--- config.mk ---
export PLATFORM = sky130hd
export DESIGN_NAME = wb_pipe_unit
export DESIGN_NICKNAME = d
export VERILOG_FILES = /design/src/rtl/wb_pipe_unit.sv
export SDC_FILE = /design/constraint.sdc
export NUM_CORES = 1
export LEC_CHECK = 0
export ABC_AREA = 1
export CORE_ASPECT_RATIO = 1.2
export CORE_UTILIZATION = 41
export CTS_BUF_LIST = sky130_fd_sc_hd__clkbuf_8 sky130_fd_sc_hd__clkbuf_16
export DETAILED_ROUTE_END_ITERATION = 10
export HOLD_SLACK_MARGIN = 0.02
export PLACE_DENSITY_LB_ADDON = 0.15
export SYNTH_ARGS = -nofsm -noshare
export SYNTH_HDL_FRONTEND = slang
export SYNTH_SLANG_ARGS = --single-unit
--- constraint.sdc ---
create_clock -name clk -period 1.7 [get_ports clk]
set_input_delay 0.425 -clock clk [delete_from_list [all_inputs] [get_ports clk]]
set_output_delay 0.425 -clock clk [all_outputs]
set_load 0.05 [all_outputs]
--- src/rtl/wb_pipe_unit.sv ---
// Single-entry write-back stage: selects and load-aligns the write-back value,
// holds it for one register-file write, forwards it, and counts retirements.
module wb_pipe_unit #(
  parameter int DATA_WIDTH     = 32,
  parameter int REG_ADDR_WIDTH = 5,
  parameter int CNT_WIDTH      = 64
) (
  input  logic                      clk,
  input  logic                      rst,
  input  logic                      in_valid,
  input  logic                      in_reg_wen,
  input  logic [REG_ADDR_WIDTH-1:0] in_reg_waddr,
  input  logic [1:0]                in_wb_sel,
  input  logic [DATA_WIDTH-1:0]     in_pc4,
  input  logic [DATA_WIDTH-1:0]     in_alu,
  input  logic [DATA_WIDTH-1:0]     in_mem,
  input  logic [DATA_WIDTH-1:0]     in_csr,
  input  logic [1:0]                in_ld_size,
  input  logic                      in_ld_unsigned,
  input  logic [2:0]                in_ld_off,
  input  logic                      stall,
  input  logic                      flush,
  output logic                      in_ready,
  output logic                      reg_wen,
  output logic [REG_ADDR_WIDTH-1:0] reg_waddr,
  output logic [DATA_WIDTH-1:0]     reg_wdata,
  output logic                      fwd_valid,
  output logic [REG_ADDR_WIDTH-1:0] fwd_addr,
  output logic [DATA_WIDTH-1:0]     fwd_data,
  output logic                      misalign,
  output logic [CNT_WIDTH-1:0]      retire_cnt
);

  localparam int OFF_W = (DATA_WIDTH == 64) ? 3 : 2;

  typedef struct packed {
    logic                      wen;
    logic [REG_ADDR_WIDTH-1:0] addr;
    logic [DATA_WIDTH-1:0]     data;
  } entry_t;

  logic                  held_valid;
  entry_t                held;
  logic [1:0]            size;
  logic [OFF_W-1:0]      off;
  logic [DATA_WIDTH-1:0] shifted;
  logic [DATA_WIDTH-1:0] ld_val;
  logic [DATA_WIDTH-1:0] wb_val;
  logic                  is_mem;
  logic                  mis;
  logic                  accept;
  logic                  commit;

  // A 32-bit datapath has no dword: size 3 degrades to word, off[2] drops out.
  assign size    = (DATA_WIDTH == 32 && in_ld_size == 2'd3) ? 2'd2 : in_ld_size;
  assign off     = in_ld_off[OFF_W-1:0];
  assign shifted = in_mem >> {off, 3'b000};
  assign is_mem  = (in_wb_sel == 2'd2);
  assign mis     = ((size == 2'd1) && in_ld_off[0])
                || ((size == 2'd2) && (|in_ld_off[1:0]))
                || ((size == 2'd3) && (|in_ld_off));

  always_comb begin
    ld_val = shifted;
    case (size)
      2'd0: ld_val = in_ld_unsigned ? DATA_WIDTH'(shifted[7:0])
                                    : DATA_WIDTH'($signed(shifted[7:0]));
      2'd1: ld_val = in_ld_unsigned ? DATA_WIDTH'(shifted[15:0])
                                    : DATA_WIDTH'($signed(shifted[15:0]));
      2'd2: ld_val = in_ld_unsigned ? DATA_WIDTH'(shifted[31:0])
                                    : DATA_WIDTH'($signed(shifted[31:0]));
      default: ld_val = shifted;
    endcase
  end

  always_comb begin
    wb_val = in_alu;
    case (in_wb_sel)
      2'd0: wb_val = in_pc4;
      2'd1: wb_val = in_alu;
      2'd2: wb_val = ld_val;
      default: wb_val = in_csr;
    endcase
  end

  // Flush wins over both the pending commit and a same-edge acceptance.
  assign in_ready = !held_valid || !stall;
  assign accept   = in_valid && in_ready && !flush;
  assign commit   = held_valid && !stall && !flush;

  always_ff @(posedge clk) begin
    if (rst) begin
      held_valid <= 1'b0;
      held       <= '0;
      misalign   <= 1'b0;
      retire_cnt <= '0;
    end else begin
      misalign <= accept && is_mem && mis;
      if (commit) retire_cnt <= retire_cnt + CNT_WIDTH'(1);
      if (accept) begin
        held_valid <= 1'b1;
        held.wen   <= in_reg_wen && !(is_mem && mis);
        held.addr  <= in_reg_waddr;
        held.data  <= wb_val;
      end else if (commit || flush) begin
        held_valid <= 1'b0;
      end
    end
  end

  assign fwd_valid = held_valid && held.wen && (held.addr != '0);
  assign fwd_addr  = held.addr;
  assign fwd_data  = held.data;
  assign reg_wen   = commit && held.wen && (held.addr != '0);
  assign reg_waddr = held_valid ? held.addr : '0;
  assign reg_wdata = held_valid ? held.data : '0;

endmodule

==> results of run 1 <==
-- critical path, cell delays in order (launching register included) --
cell	delay, ps
sky130_fd_sc_hd__dfxtp_2	340
sky130_fd_sc_hd__nor3_4	220
sky130_fd_sc_hd__nor3b_4	220
sky130_fd_sc_hd__nand3b_1	160
sky130_fd_sc_hd__inv_2	70
sky130_fd_sc_hd__buf_6	150
-- sequential cells by signal (all words and copies together), names as in the netlist --
name and flops:
fwd_addr 5, fwd_data 32, held 1, held_valid 1
misalign 1, retire_cnt 64
-- what timing repair did --
item,in CTS,in global routing
hold buffers,0,0
cloned,3,1
setup buffers,15,18
pin swaps,8,36
gates resized for setup,130,126
endpoints found under the setup margin,84,94
-- path summary, 6_finish.rpt --
| path | endpoint | slack [ps] |
|---|---|---|
| worst max-delay path | fwd_valid | -260 |
| worst min-delay path | fwd_data[13] | 470 |
| worst max register to register | retire_cnt[28] | -120 |
| worst min register to register | retire_cnt[21] | 520 |
-- through the flow --
stage	hold slack [ps]	area [µm²]	setup WS [ps]	utilization, %
finish	470	14400	-257	78.7
global route	508	14400	-286	78.7
CTS	466	14000	-206	76.2
detailed placement	486	13100	-493	71.3
global placement	471	13100	-474	71.3
floorplan	459	7840	-56.6	-
-- cell families after synthesis --
family / Yosys count
buf+inv: 215
flops: 104
fa+ha+maj: 1
simple gates: 812
compound gates: 165
xor+xnor: 10
-- power by group --
part	internal, W	switching [W]
Clock	0.00125	0.00104
Combinational	0.000876	0.000917
Sequential	0.00248	0.0000952
-- cell type report --
type	instances	area [µm²]
Tap cell	252	315
Fill cell	1275	3900
Timing Repair inverter	1	5.00
Clock inverter	3	20.0
Antenna cell	3	7.51
Timing Repair Buffer	487	5790
Inverter	128	581
Multi-Input combinational cell	989	5230
Sequential cell	104	2160
Clock buffer	13	303
-- cell usage in the layout (no fill, tap or decap), drive strengths merged, types with 2 or more instances in the layout --
master and instances:
a21oi 77, a221oi 21, a31oi 2, and3 3, buf 343, clkbuf 15
clkdlybuf4s50 136, clkinv 5, clkinvlp 21, dfxtp 104, diode 3, dlygate4sd2 3
dlymetal6s2s 3, inv 106, nand2 468, nand3 59, nand3b 3, nand4 33
nor2 214, nor3 13, nor3b 3, nor4 2, o211ai 2, o21a 3
o21ai 55, or2 15, xnor2 3, xor2 7
-- routing by layer --
metal,GRT usage (%),vias to the layer above,routed length [µm]
li1,-,4942,-
met1,37.4,4803,12300
met2,63.2,526,18200
met3,4.47,140,2240
met4,20.5,0,2170
met5,0,-,0
==> impl_metrics.yaml, run 1 <==
global_routing:
  first_pass_grt_wire_length_um: 51800
  grt.total_usage_pct: 34.5
  maximum_number_of_pins_on_one_net_before_global_route_repair: 37
  grt-ovfl-total: 0
  grt_pass1_vias: 10000
  initial_antenna_violation_count: 3
setup_path:
  critical_path_required_ps: 1270
  critical_path_peak_fanout: 2
  worstSetupStartpoint: "fwd_addr[3]"
  critical_path.reg2reg.startpoint: "held_valid"
  critPathKind: "flop to output port"
  timing.critical_path.arrival_ps: 1530
  r2r_cells: 13
  startpoint_class_of_the_critical_path: "flop"
  end_kind: "output port"
placement:
  detailedPlacementHpwl_um: 25800
  routabilityCongestion: 0.988
  placed_cells: 1931
  portBuffers: 287
detailed_routing:
  detail_route.wl_per_cell_um: 17.6
  post-route-drc-count: 0
  route.detailed.vias_per_inst: 5.26
  drt_iter0_drc: 774
  vias: 10400
  antenna_left: 0
  first_pass_iters: 7
  postRouteWirelength_um: 34900
clocking:
  worst_skew_pair.late_latency_ps: 370
  clkSlewWorstSetupHoldPaths_ps: 70
  cts-buffers-inserted: 9
  numClockSinks: 104
  cts_buffer_depth: 2
  tritoncts_clock_tree: "built"
  clk_root_buffer_cell: "sky130_fd_sc_hd__clkbuf_16"
  htree_levels: 3
synth:
  syn_inst: 1307
  combinational_family_with_the_most_area_after_synthesis: "simple AND/OR/NAND/NOR gates"
  muxShareOfSynthArea_pct: 0
  ys_top_cells_by_count: "sky130_fd_sc_hd__nand2_1 (458), sky130_fd_sc_hd__nor2_1 (186), sky130_fd_sc_hd__inv_1 (115), sky130_fd_sc_hd__dfxtp_1 (104), sky130_fd_sc_hd__a21oi_1 (77)"
  synthesis.area_per_instance_um2: 5.89
  synthesized_area_fraction_occupied_by_ao_oa_aoi_and_oai_cells_pct: 12.2
  synthesis.yosys.warnings: 0
  simple_gate_share_of_the_synthesized_area_pct: 46.5
  yosysTopAreaCellShare_pct: 27.1
  xor_xnor_share_of_the_synthesized_area_pct: 1.14
  synth.lib_cells_used.distinct: 44
  syn_area_mm2: 0.00770
  synth-edff-count: 0
  prevailing_post_synth_register_cell: "sky130_fd_sc_hd__dfxtp_1"
  ys_ff_latch: 104
  synth_fa_ha_area_share_pct: 0.163
  asyncSetResetFlopFracSynth_pct: 0
  netlist_top_cells_area: "sky130_fd_sc_hd__dfxtp_1 (27%), sky130_fd_sc_hd__nand2_1 (22%), sky130_fd_sc_hd__nor2_1 (9.1%)"
  synth_top_area_cell: "sky130_fd_sc_hd__dfxtp_1"
  synth_most_common_cell: "sky130_fd_sc_hd__nand2_1"
  seq_area_frac_synth_pct: 27.1
  postSynthNetCount: 1455
timing:
  unrepaired_setup_endpoints_after_global_routing: "yes"
  setup_slack_ps: -257
  worst_setup_skew_after_layout_ps: 15.1
  maxClockFrequency_mhz: 511
  finalWorstPathRequiredPeriod_ps: 1960
  worst_slew_margin_rel_pct: 68.6
  finalSetupViolations: 53
  hold_viol: 0
  worstMarginPinSlew_ps: 466
  fin_tns_setup_ps: -7000
  timing.final.crit_share_pct: 115
  final_max_slew_viol_count: 0
finish:
  drive_above_1_share_pct: 36.1
  layout.nets: 1868
  area_growth_pct: 87.2
  final-instance-count-excl-fill: 1980
hold_path:
  holdCritStartpoint: "rst"
  hold_path_class: "input pin to flop"
  min_delay_path_depth: 3
pwr:
  total_power_w: 0.00666
  power_density_over_cell_area_mw_per_mm2: 463
  p_leak_nw: 6.34
  ir_drop_v: 0.000498
status:
  run_status: "complete, but fails checks"
  violations_in_the_final_reports: "negative setup slack"
floorplanning:
  floorplan.die.height_um: 152
  fp.dieArea_mm2: 0.0193
  num_io_pins: 289
  start_util_pct: 42.0
  die_w_um: 127
  floorplan.core_area_mm2: 0.0183
  floorplan.rows: 54
run:
  max_cap_viol_count: 0
Note: power is estimated with default switching activity, not from simulation.
==> run 2, diff against run 1 <==
--- a/config.mk
+++ b/config.mk
@@ -10,6 +10,7 @@
 export CORE_UTILIZATION = 41
 export CTS_BUF_LIST = sky130_fd_sc_hd__clkbuf_8 sky130_fd_sc_hd__clkbuf_16
 export DETAILED_ROUTE_END_ITERATION = 10
+export GPL_ROUTABILITY_DRIVEN = 0
 export HOLD_SLACK_MARGIN = 0.02
 export PLACE_DENSITY_LB_ADDON = 0.15
 export SYNTH_ARGS = -nofsm -noshare
==> run 2 against run 1 <==
  * The run still ends with negative setup slack left
  * Sequential power barely moved
  * Setup slack improved by 27 ps
  * Critical path depth did not move
  * Clock power rose by 4%
  * Utilization fell by 0.41 points
  * Global-route usage fell by 1.2 points
  * Wire length fell by 2.9%
  * Non-clock buffer count fell by 3
  * Largest cell class unchanged
  * Power rose by 0.80%
  * Largest power group unchanged
  * Register-to-register slack improved by 50 ps
  * Highest routed layer unchanged
==> impl_metrics.yaml, run 2 (synthesized netlist as in run 1, its figures left out) <==
status:
  run_status: "complete, but fails checks"
  violations_in_the_final_reports: "negative setup slack"
finish:
  area_growth_pct: 86.2
  layout.cells.most_common_list: "sky130_fd_sc_hd__nand2_1 (406), sky130_fd_sc_hd__buf_4 (186), sky130_fd_sc_hd__nor2_1 (161)"
  mostFrequentLayoutCell: "sky130_fd_sc_hd__nand2_1"
  fillerInstances: 1268
  max_flop_register: "retire_cnt"
  layout.nets: 1864
  postLayoutCellArea_mm2: 0.0143
  drive_above_1_share_pct: 35.3
  layout.area.seq_mm2: 0.00215
  final-instance-count-excl-fill: 1978
  largest_register_ff_count: 64
  multi_input_comb_area_mm2: 0.00520
placement:
  placed_cells: 1931
  placedInstanceArea_mm2: 0.0130
  detailedPlacementHpwl_um: 25200
  portBuffers: 287
pwr:
  p_leak_nw: 6.31
  power_switching_w: 0.00199
  power_density_over_cell_area_mw_per_mm2: 469
  ir_drop_v: 0.000480
  internal_power_w: 0.00472
  comb_power_share_pct: 26.3
  clock_power_share_pct: 35.4
  total_power_w: 0.00672
  switching_share_pct: 29.7
  sequentialPowerShare_pct: 38.3
global_routing:
  initial_antenna_violation_count: 4
  grt-ovfl-total: 0
  first_pass_grt_wire_length_um: 50300
  grt_pass1_vias: 10200
  maximum_number_of_pins_on_one_net_before_global_route_repair: 31
  grt.total_usage_pct: 33.3
clocking:
  htree_levels: 3
  cts-buffers-inserted: 9
  numClockSinks: 104
  tritoncts_clock_tree: "built"
  worst_skew_pair.late_latency_ps: 360
  clkSlewWorstSetupHoldPaths_ps: 70
  cts_buffer_depth: 2
  clk_root_buffer_cell: "sky130_fd_sc_hd__clkbuf_16"
  cts_hold_repair.buffers: 0
timing:
  unrepaired_setup_endpoints_after_global_routing: "yes"
  maxClockFrequency_mhz: 518
  timing.final.crit_share_pct: 114
  worst_slew_margin_rel_pct: 65.8
  worst_setup_skew_after_layout_ps: 6.46
  worstMarginPinSlew_ps: 508
  final_max_slew_viol_count: 0
  finalWorstPathRequiredPeriod_ps: 1930
  hold_viol: 0
  finalSetupViolations: 28
  setup_slack_ps: -230
floorplanning:
  num_io_pins: 289
  die_w_um: 127
  floorplan.rows: 54
  floorplan.die.height_um: 152
  floorplan.core_area_mm2: 0.0183
  fp.dieArea_mm2: 0.0193
  start_util_pct: 42.0
detailed_routing:
  vias: 10500
  postRouteWirelength_um: 33900
  detail_route.wl_per_cell_um: 17.1
  antenna_left: 0
  drt_iter0_drc: 778
  route.detailed.vias_per_inst: 5.30
  post-route-drc-count: 0
  first_pass_iters: 5
hold_path:
  hold_path_class: "flop to flop"
setup_path:
  critPathKind: "flop to output port"
  timing.critical_path.arrival_ps: 1510
  critical_path_peak_fanout: 3
  end_kind: "output port"
  startpoint_class_of_the_critical_path: "flop"
  critical_path_required_ps: 1270
run:
  max_cap_viol_count: 0
==> run 2: cell types whose count changed in the layout (fill, tap and decap cells not counted), sizes merged <==
cell / change
clkdlybuf4s50: +1
clkdlybuf4s15: +1
bufinv: +2
dlygate4sd2: -1
clkbuf: -3
clkinvlp: -1
buf: -3
diode: +2
==> run 2: critical path, cell delays in order (launching register included) <==
cell and delay, ps:
sky130_fd_sc_hd__dfxtp_4 380, sky130_fd_sc_hd__buf_6 100, sky130_fd_sc_hd__buf_6 90, sky130_fd_sc_hd__nand3_4 90, sky130_fd_sc_hd__nor3_4 310, sky130_fd_sc_hd__buf_12 180
==> run 2: per-layer routing <==
| layer | global-route usage [%] | routed length (µm) | vias up |
|---|---|---|---|
| met5 | 0 | 0 | - |
| met4 | 26.5 | 2810 | 0 |
| met3 | 5.81 | 2590 | 178 |
| met2 | 60.6 | 17400 | 631 |
| met1 | 32.9 | 11100 | 4747 |
| li1 | - | - | 4932 |
==> run 2: metrics by stage <==
| stage | hold slack, ps | utilization, % | setup TNS, ps | worst slack, ps |
|---|---|---|---|---|
| after floorplan | 459 | - | -1380 | -56.6 |
| after global placement | 476 | 71.3 | -25250 | -536 |
| after detailed placement | 492 | 71.3 | -28980 | -545 |
| after CTS | 503 | 76.0 | -1400 | -187 |
| after global routing | 519 | 78.3 | -4400 | -302 |
| final | 506 | 78.3 | -1660 | -230 |
==> run 2: final timing paths <==
check / depth (start not counted) / startpoint / end / slack, ps
max: 5 / held_valid / reg_wen / -230
min: 2 / retire_cnt[21] / retire_cnt[21] / 510
max reg2reg: 10 / retire_cnt[15] / retire_cnt[56] / -70
min reg2reg: 2 / retire_cnt[21] / retire_cnt[21] / 510
==> run 2: power groups by stage <==
stage	sequential [W]	clock (W)	combinational, W
2_1_floorplan	0.00258	0	0.000814
3_3_place_gp	0.00261	0	0.00162
3_5_place_dp	0.00261	0	0.00163
4_1_cts	0.00257	0.00238	0.00172
5_1_grt	0.00258	0.00248	0.00186
6_report	0.00257	0.00238	0.00177
==> run 2: area by class of cell <==
type,count,area share [%]
diodes,5,0.0873
clock buffers,11,1.76
clock inverters,5,0.550
inverters,128,4.02
multi-input cells,989,36.3
flip-flops and latches,104,15.0
well taps,252,2.20
repair buffers,484,40.1
==> run 2: timing repair <==
item | CTS | global route
gates resized for setup | 113 | 118
buffers inserted | 16 | 10
setup endpoints to repair | 76 | 106
pin swaps | 13 | 43
gates cloned | 3 | 0
